$ cat src/rtl/oq_read_scheduler.sv
// ---------------------------------------------------------------------------
// oq_read_scheduler
//
// Read-side scheduler for the SRAM output-queue memory. Sits between the
// write path (Axi2Fifo / AxiFifoArbiter), which reports each fully written
// packet, and the SRAM read controller, which streams one packet per grant.
//
// Each output queue has a counter of complete packets held in SRAM. A queue
// is eligible when its counter is nonzero and its downstream has room for a
// whole packet. Eligible queues are served round-robin, one packet at a time.
// A read request is held stable until the controller grants it. The scheduler
// then waits for the packet's last word before it arbitrates again.
//
// Optional feature (compile-time macro OQ_SCHED_Q0_PRIORITY_EN):
//   defined   - queue 0 wins whenever it is eligible and does not move the
//               round-robin pointer. Queues 1..NUM_QUEUES-1 rotate among
//               themselves.
//   undefined - plain round-robin over all queues.
//
// Ports:
//   memclk          in   scheduler clock (memory domain)
//   memreset        in   synchronous, active-high reset
//   pkt_commit      in   one complete packet written for pkt_commit_qid (pulse)
//   pkt_commit_qid  in   queue index of the committed packet
//   queue_ready     in   per-queue downstream has room for a full packet
//   rd_req          out  read request for the head packet of rd_qid
//   rd_qid          out  queue being read
//   rd_gnt          in   SRAM controller accepts rd_req
//   rd_done         in   last word of the granted packet has been read (pulse)
//   pkt_avail       out  bit q set when counter q is nonzero
//   busy            out  high while a request is pending or in flight
//   sched_err       out  sticky error flag (counter overflow, bad commit qid,
//                        rd_done with no packet in flight)
// ---------------------------------------------------------------------------
module oq_read_scheduler #(
    parameter int NUM_QUEUES = 5,
    parameter int QID_WIDTH  = 3,
    parameter int CNT_WIDTH  = 8
) (
    input  logic                  memclk,
    input  logic                  memreset,
    input  logic                  pkt_commit,
    input  logic [QID_WIDTH-1:0]  pkt_commit_qid,
    input  logic [NUM_QUEUES-1:0] queue_ready,
    output logic                  rd_req,
    output logic [QID_WIDTH-1:0]  rd_qid,
    input  logic                  rd_gnt,
    input  logic                  rd_done,
    output logic [NUM_QUEUES-1:0] pkt_avail,
    output logic                  busy,
    output logic                  sched_err
);

    typedef enum logic [1:0] {
        ARB       = 2'd0,
        REQ       = 2'd1,
        WAIT_DONE = 2'd2
    } state_t;

    localparam logic [CNT_WIDTH-1:0] CNT_MAX  = '1;
    localparam logic [CNT_WIDTH-1:0] CNT_ONE  = CNT_WIDTH'(1);
    localparam logic [QID_WIDTH:0]   NQ_EXT   = (QID_WIDTH+1)'(NUM_QUEUES);
    localparam logic [QID_WIDTH-1:0] LAST_QID = QID_WIDTH'(NUM_QUEUES - 1);

    // -----------------------------------------------------------------------
    // State
    // -----------------------------------------------------------------------
    state_t                state;
    state_t                state_next;
    logic [CNT_WIDTH-1:0]  cnt      [NUM_QUEUES];
    logic [CNT_WIDTH-1:0]  cnt_next [NUM_QUEUES];
    logic [NUM_QUEUES-1:0] ready_q;
    logic [QID_WIDTH-1:0]  rr_ptr;
    logic [QID_WIDTH-1:0]  rr_ptr_next;
    logic [QID_WIDTH-1:0]  rd_qid_next;

    // -----------------------------------------------------------------------
    // Combinational helpers
    // -----------------------------------------------------------------------
    logic                  commit_in_range;
    logic                  commit_valid;
    logic                  handshake;
    logic [NUM_QUEUES-1:0] inc_vec;
    logic [NUM_QUEUES-1:0] dec_vec;
    logic [NUM_QUEUES-1:0] avail_next;
    logic [NUM_QUEUES-1:0] eligible;
    logic                  sat_err;
    logic                  err_next;
    logic [QID_WIDTH:0]    idx_ext;
    logic [QID_WIDTH-1:0]  idx;
    logic                  rr_found;
    logic [QID_WIDTH-1:0]  rr_qid;

    assign rd_req    = (state == REQ);
    assign busy      = (state != ARB);
    assign handshake = rd_req && rd_gnt;

    assign commit_in_range = ({1'b0, pkt_commit_qid} < NQ_EXT);
    assign commit_valid    = pkt_commit && commit_in_range;

    // Per-queue increment and decrement strobes. A decrement can only match
    // the queue currently being read.
    always_comb begin
        // NOTE: every variable written here gets a default first, so that no
        // path leaves it unassigned and no latch is inferred.
        inc_vec = '0;
        dec_vec = '0;
        for (int q = 0; q < NUM_QUEUES; q++) begin
            inc_vec[q] = commit_valid && (pkt_commit_qid == QID_WIDTH'(q));
            dec_vec[q] = handshake && (rd_qid == QID_WIDTH'(q));
        end
    end

    // Counter update. A commit and a grant on the same queue in the same
    // cycle cancel. An increment at all-ones holds the count and flags an
    // error. The decrement guard keeps a stray grant from wrapping to max.
    always_comb begin
        sat_err    = 1'b0;
        avail_next = '0;
        for (int q = 0; q < NUM_QUEUES; q++) begin
            cnt_next[q] = cnt[q];
            if (inc_vec[q] && !dec_vec[q]) begin
                if (cnt[q] == CNT_MAX) begin
                    sat_err = 1'b1;
                end else begin
                    cnt_next[q] = cnt[q] + CNT_ONE;
                end
            end else if (dec_vec[q] && !inc_vec[q] && (cnt[q] != '0)) begin
                cnt_next[q] = cnt[q] - CNT_ONE;
            end
            avail_next[q] = (cnt_next[q] != '0);
        end
    end

    // Eligibility uses only registered inputs: the counters and a flopped
    // copy of queue_ready. A ready change therefore reaches the arbiter with
    // the same one-cycle delay as a commit.
    always_comb begin
        eligible = '0;
        for (int q = 0; q < NUM_QUEUES; q++) begin
            eligible[q] = (cnt[q] != '0) && ready_q[q];
        end
    end

    // Round-robin search starting after rr_ptr, wrapping modulo NUM_QUEUES.
    // rr_ptr is always below NUM_QUEUES, so one conditional subtract is
    // enough to wrap rr_ptr + i.
    always_comb begin
        rr_found = 1'b0;
        rr_qid   = '0;
        idx_ext  = '0;
        idx      = '0;
        for (int i = 1; i <= NUM_QUEUES; i++) begin
            idx_ext = {1'b0, rr_ptr} + (QID_WIDTH+1)'(i);
            if (idx_ext >= NQ_EXT) begin
                idx_ext = idx_ext - NQ_EXT;
            end
            idx = idx_ext[QID_WIDTH-1:0];
`ifdef OQ_SCHED_Q0_PRIORITY_EN
            // Queue 0 is handled by the priority path and never takes a
            // round-robin turn.
            if (!rr_found && eligible[idx] && (idx != '0)) begin
`else
            if (!rr_found && eligible[idx]) begin
`endif
                rr_found = 1'b1;
                rr_qid   = idx;
            end
        end
    end

    // -----------------------------------------------------------------------
    // Next-state logic
    // -----------------------------------------------------------------------
    always_comb begin
        state_next  = state;
        rd_qid_next = rd_qid;
        rr_ptr_next = rr_ptr;
        unique case (state)
            ARB: begin
`ifdef OQ_SCHED_Q0_PRIORITY_EN
                if (eligible[0]) begin
                    rd_qid_next = '0;
                    state_next  = REQ;
                end else
`endif
                if (rr_found) begin
                    rd_qid_next = rr_qid;
                    rr_ptr_next = rr_qid;
                    state_next  = REQ;
                end
            end
            // The request stays up with a stable rd_qid until it is granted.
            // A drop in queue_ready does not withdraw it.
            REQ: begin
                if (rd_gnt) begin
                    state_next = WAIT_DONE;
                end
            end
            WAIT_DONE: begin
                if (rd_done) begin
                    state_next = ARB;
                end
            end
            default: begin
                state_next = ARB;
            end
        endcase
    end

    // Sticky error: overflow, out-of-range commit, or rd_done with no packet
    // in flight. rd_done outside WAIT_DONE has no other effect.
    assign err_next = sched_err
                   || sat_err
                   || (pkt_commit && !commit_in_range)
                   || (rd_done && (state != WAIT_DONE));

    // -----------------------------------------------------------------------
    // Registers
    // -----------------------------------------------------------------------
    always_ff @(posedge memclk) begin
        // NOTE: sequential state uses non-blocking assignments only, so every
        // register samples pre-edge values regardless of statement order.
        if (memreset) begin
            state     <= ARB;
            rd_qid    <= '0;
            rr_ptr    <= LAST_QID;
            ready_q   <= '0;
            pkt_avail <= '0;
            sched_err <= 1'b0;
            // NOTE: the counter array is reset explicitly. It holds
            // architectural packet counts, so a stale value after reset would
            // issue reads for packets that do not exist.
            for (int q = 0; q < NUM_QUEUES; q++) begin
                cnt[q] <= '0;
            end
        end else begin
            state     <= state_next;
            rd_qid    <= rd_qid_next;
            rr_ptr    <= rr_ptr_next;
            ready_q   <= queue_ready;
            pkt_avail <= avail_next;
            sched_err <= err_next;
            for (int q = 0; q < NUM_QUEUES; q++) begin
                cnt[q] <= cnt_next[q];
            end
        end
    end

endmodule

$ cat config.mk
export PLATFORM = sky130hd
export DESIGN_NAME = oq_read_scheduler
export DESIGN_NICKNAME = d
export VERILOG_FILES = /design/src/rtl/oq_read_scheduler.sv
export SDC_FILE = /design/constraint.sdc
export NUM_CORES = 1
export LEC_CHECK = 0
export CAP_MARGIN = 20
export CORE_ASPECT_RATIO = 0.9
export CORE_MARGIN = 4
export CORE_UTILIZATION = 44
export CTS_BUF_LIST = sky130_fd_sc_hd__clkbuf_2 sky130_fd_sc_hd__clkbuf_4 sky130_fd_sc_hd__clkbuf_8
export CTS_CLUSTER_SIZE = 10
export DETAILED_ROUTE_END_ITERATION = 7
export HOLD_SLACK_MARGIN = 0.06
export PLACE_DENSITY = 0.72
export SLEW_MARGIN = 40
export SYNTH_ARGS = -nofsm -noshare
export SYNTH_HDL_FRONTEND = slang
export SYNTH_SLANG_ARGS = --single-unit
$ cat constraint.sdc
create_clock -name memclk -period 3.75 [get_ports memclk]
set_input_delay 0.375 -clock memclk [delete_from_list [all_inputs] [get_ports memclk]]
set_output_delay 0.375 -clock memclk [all_outputs]
set_load 0.1 [all_outputs]
* Word-level counts from Yosys, hierarchy flattened
Memories as Yosys holds them, arrays and structs flattened.
Cells that the tools add are included.
** Storage, ports and cells
- Register bits :: 19
- RAM bits :: 40
- Word-level logic and storage cells :: 196
- Memories :: 1
** Memories
- cnt :: depth 5, bits a word 8, read ports 5, clocked after memory_dff 0, write ports 5, RTL line 70 : logic [CNT_WIDTH-1:0] cnt [NUM_QUEUES];
** Cells by class
- $add $sub $neg :: 20
- Magnitude comparators :: 11
- Eq/ne operators :: 19
- Multiplexer cells :: 62
- Bitwise operators :: 5
- Reductions and logical operators :: 72
** Operator list (number)
- $mux 8 :: 20
- $reduce_bool 8->1 :: 10
- $add 8x1->8 const B :: 5
- $eq 8x8->1 const B :: 5
- $sub 8x1->8 const B :: 5
- $logic_and 1x1->1 :: 38
- $mux 3 :: 10
- $mux 1 :: 23
- $ge 4x3->1 const B :: 5
- $lt 3x4->1 const B :: 5
- $bmux 1 s3 :: 5
- $logic_not 1->1 :: 15
- $sub 3x3->3 const B :: 5
- $eq 3x2->1 const B :: 4
- $add 3x2->4 const B :: 2
- $add 3x3->4 const B :: 2
- $eq 3x1->1 const B :: 2
- $eq 3x3->1 const B :: 2
- $logic_not 3->1 :: 2
- $mux 2 :: 3
- $ne 2x2->1 const B :: 3
- $pmux 2 s3 :: 1
- $or 1x1->1 :: 5
- $add 3x1->4 const B :: 1
- 9 further kinds :: 11

* Longest topological paths before layout
- Depth in word-level cells :: 20
- Depth in mapped cells :: 13
- Depth with buffers taken out :: 12

* Worst setup path before layout
Ideal clock, no wire load.
- Path type :: flip-flop to flip-flop
- From :: register, netlist name rd_qid[1]
- To :: register rd_qid[0]
- Library setup time :: 0.127 ns
- Arrival :: 3.102 ns
- Data required time :: 3.623 ns
- Setup slack :: 0.521 ns
- Cell stages (with the launch flop) :: 14
- Buffers on the path :: 2
- Period minus slack after synthesis :: 3.229 ns
- Cells stage by stage :: dfxtp_1 -> inv_1 -> ha_1 -> ha_1 -> buf_6 -> nor2b_1 -> a22o_1 -> or2_0 -> buf_2 -> nor4_1 -> a311oi_4 -> a2111oi_0 -> o311a_1 -> o31ai_1
** RTL lines
- end signal, assigned :: RTL line 239 : rd_qid <= rd_qid_next;
- end, declared :: RTL line 46 : output logic [QID_WIDTH-1:0] rd_qid,

==> results.md <==
- I/O pins: 24
- Fin util: 49.9%
- Post-Syn Area: 4710 sq um
- Reg power frac: 35.3%
- Critical setup path kind: register to register
- GRT Resource Usage Total: 19.8%
- Post-synthesis cell type count: 83
- Total of max-cap violations: 0
- Fill cells: 989
- Fraction of synthesized cell area in xor and xnor cells: 5.95%
- Slew Limit Fails: 0
- FF-to-FF setup slack: 0.40 ns
- Average cell area after synthesis: 7.97 sq um
- Flops & latches, synth: 57
- Worst-margin pin slew: 0.658 ns
- Vias: 4560
- Commonest non-fill, non-tap cell in the layout: nor2_1
- RSZ-0062 raised after global routing: no
- TritonRoute pass-1 iters: 5
- Vias per inst: 6.15
- Post-DR wirelength/cell: 16.3 um
- CP Launch Type: register
- NetSw: 0.000694 W
- Initial Utilization: 45.6%
- Die ar.: 12400 sq um
- Main combinational cell family by area after synthesis: simple AND/OR/NAND/NOR gates
- Antenna cells: 0
- Number of port buffers: 23
- Clock Power Share: 31.9%
- Die Span Y: 106 um
- Hold WC Path Type: register to register
- Initial DRC count: 402
- Simple-gate share of the synthesized area: 29.8%
- Switching power share of the total: 37.6%
- DRT Wirelength: 12.1 mm
- Power per Cell Area: 357 nW/um^2
- Most frequent cells in the layout: nor2_1, dfxtp_1, nand2_1, o21ai_0
- Layout Nets: 647
- Layout cell share with drive strength beyond 1: 11.3%
- DRT antenna net count: 0
- CTS root buffer: clkbuf_8
- Synth area leaders: dfxtp_1, ha_1, nor2_1
- Final instance area: 5160 sq um
- Largest area contributor in the synthesized netlist: dfxtp_1
- Adder-Cell Fraction of Synth Area: 7.33%
- Setup Fix Bufs, Post-CTS: 0
- Synth Flop Type: dfxtp_1
- Gr ovfl total: 0
- Post-Syn Instances: 591
- Max IR drop VDD: 0.259 mV
- Area growth from synthesis to final layout: 9.48%
- Compound-Gate Fraction of Synth Area: 24.6%
- H-tree depth: 3
- Net Count, Synth: 631
- CTS Hold Buffers Added: 0
- Minimum clock period: 3.35 ns
- Sequential area share after synthesis: 24.2%
- Worst EP arrival: 3.61 ns
- Clock transition at path regs: 0.07 ns
- Yosys warning count: 0
- HPWL after detailed placement: 8.88 mm
- Num rows: 35
- Post-CTS resize count: 0
- Crit end category: register
- Placement Cell Area: 4960 sq um
- Final hold viol count: 0
- Final setup fails: 0
- Outcome: completed
- Post-Route Setup TNS: 0 ns
- Fmax: 299 MHz
- Worst skew pair latency: 0.35 ns
- CP required: 4.01 ns
- Die W: 117 um
- Tcrit/Tclk final: 89.2%
- Post-synth ARST share: 0%
- Clock skew: 0.0139 ns
- Int Pwr: 0.00115 W
- Initial antenna violation count: 0
- Vias in the first global route: 4293
- EDFF count, synth: 0
- CP max FO: 10
- Leakage power: 2.03 nW
- Pin count of the biggest net entering global routing: 49
- Core Area: 10300 sq um
- CTS sink cnt: 57
- TritonCTS clock tree: yes
- CTS Buf Count: 9
- DRC errors left: 0
- Top-area cell type share of the netlist area: 24.2%
- Power share of the combinational group: 32.8%
- Multiplexer share of the synthesized area: 2.66%
- Final Wtd Congestion: 0.917
- Slew Limit Headroom: 55.7%
- Maximum root-to-sink buffer count: 2
- First-pass GRT wire length: 20.2 mm
## cells by family (layout without fill, tap and decap cells)
group | count (synthesis) | in the layout
buf+inv | 54 | 75
compound gates | 151 | 151
simple gates | 261 | 261
mux | 9 | 9
xor+xnor | 32 | 32
flops | 57 | 57
fa+ha+maj | 27 | 27
## routing by layer
metal | vias to the layer above | wire (um) | global-route usage (%) | share of wire (%)
met4 | 0 | 231 | 6.31 | 1.9
met5 | - | 0 | 0 | 0
met3 | 21 | 589 | 4.27 | 4.9
met2 | 128 | 5550 | 31.9 | 46
met1 | 2176 | 5730 | 26.2 | 47
li1 | 2235 | - | - | -
## per-stage QoR
step / setup WS (ns) / hold WS, ns / cells / total power [W]
2_1_floorplan: 0.521 / 0.503 / 591 / 0.00114
5_1_grt: 0.171 / 0.572 / 741 / 0.00194
4_1_cts: 0.398 / 0.557 / 741 / 0.00184
6_report: 0.405 / 0.562 / 741 / 0.00184
3_5_place_dp: 0.425 / 0.548 / 725 / 0.00125
3_3_place_gp: 0.612 / 0.540 / 725 / 0.00126
## worst max-delay path, stage by stage, from the launching register on
cell and delay [ns]:
dfxtp_1 0.35, inv_2 0.11, ha_1 0.23, ha_1 0.39, or2_2 0.33, o21ai_1 0.38, o21ai_0 0.28, a311oi_4 0.44
a2111oi_0 0.18, o311a_1 0.36, o31ai_1 0.22
## path summary, 6_finish.rpt
path         depth (start not counted)  startpoint        end
max                                 10   rd_qid[0]  rd_qid[0]
min                                  2   rd_qid[2]  rd_qid[2]
max reg2reg                         10   rd_qid[0]  rd_qid[0]
min reg2reg                          2   rd_qid[2]  rd_qid[2]
## Yosys cell counts, drive strengths merged (20+ instances only)
| library cell | number |
|---|---|
| nor2 | 65 |
| dfxtp | 57 |
| nand2 | 41 |
| o21ai | 33 |
| ha | 26 |
| nand3 | 26 |
| inv | 25 |
| a21oi | 23 |
| xnor2 | 22 |
| nor3 | 21 |
| clkbuf | 20 |
## layout make-up
| cell class | instances | area [sq um] | share of cell area (%) |
|---|---|---|---|
| clock buffers | 11 | 139 | 2.69 |
| clock inverters | 5 | 56.3 | 1.09 |
| inverters | 25 | 93.8 | 1.82 |
| multi-input cells | 480 | 3310 | 64.2 |
| flip-flops and latches | 57 | 1140 | 22.1 |
| well taps | 129 | 161 | 3.13 |
| repair buffers | 34 | 253 | 4.90 |
## power by group through the flow
stage          Sequential (W)  Clock (W)  Combinational, W
6_report             0.000650   0.000588          0.000605
2_1_floorplan        0.000700          0          0.000440
5_1_grt              0.000654   0.000630          0.000651
4_1_cts              0.000649   0.000596          0.000595
3_5_place_dp         0.000663          0          0.000591
3_3_place_gp         0.000663          0          0.000594
## sequential cells by signal, indices dropped and copies added, names as in the netlist
register	flops
sched_err	1
ready_q	5
pkt_avail	5
rd_qid	3
state	2
cnt	40
rr_ptr	1
(Power assumes the default switching activity.)
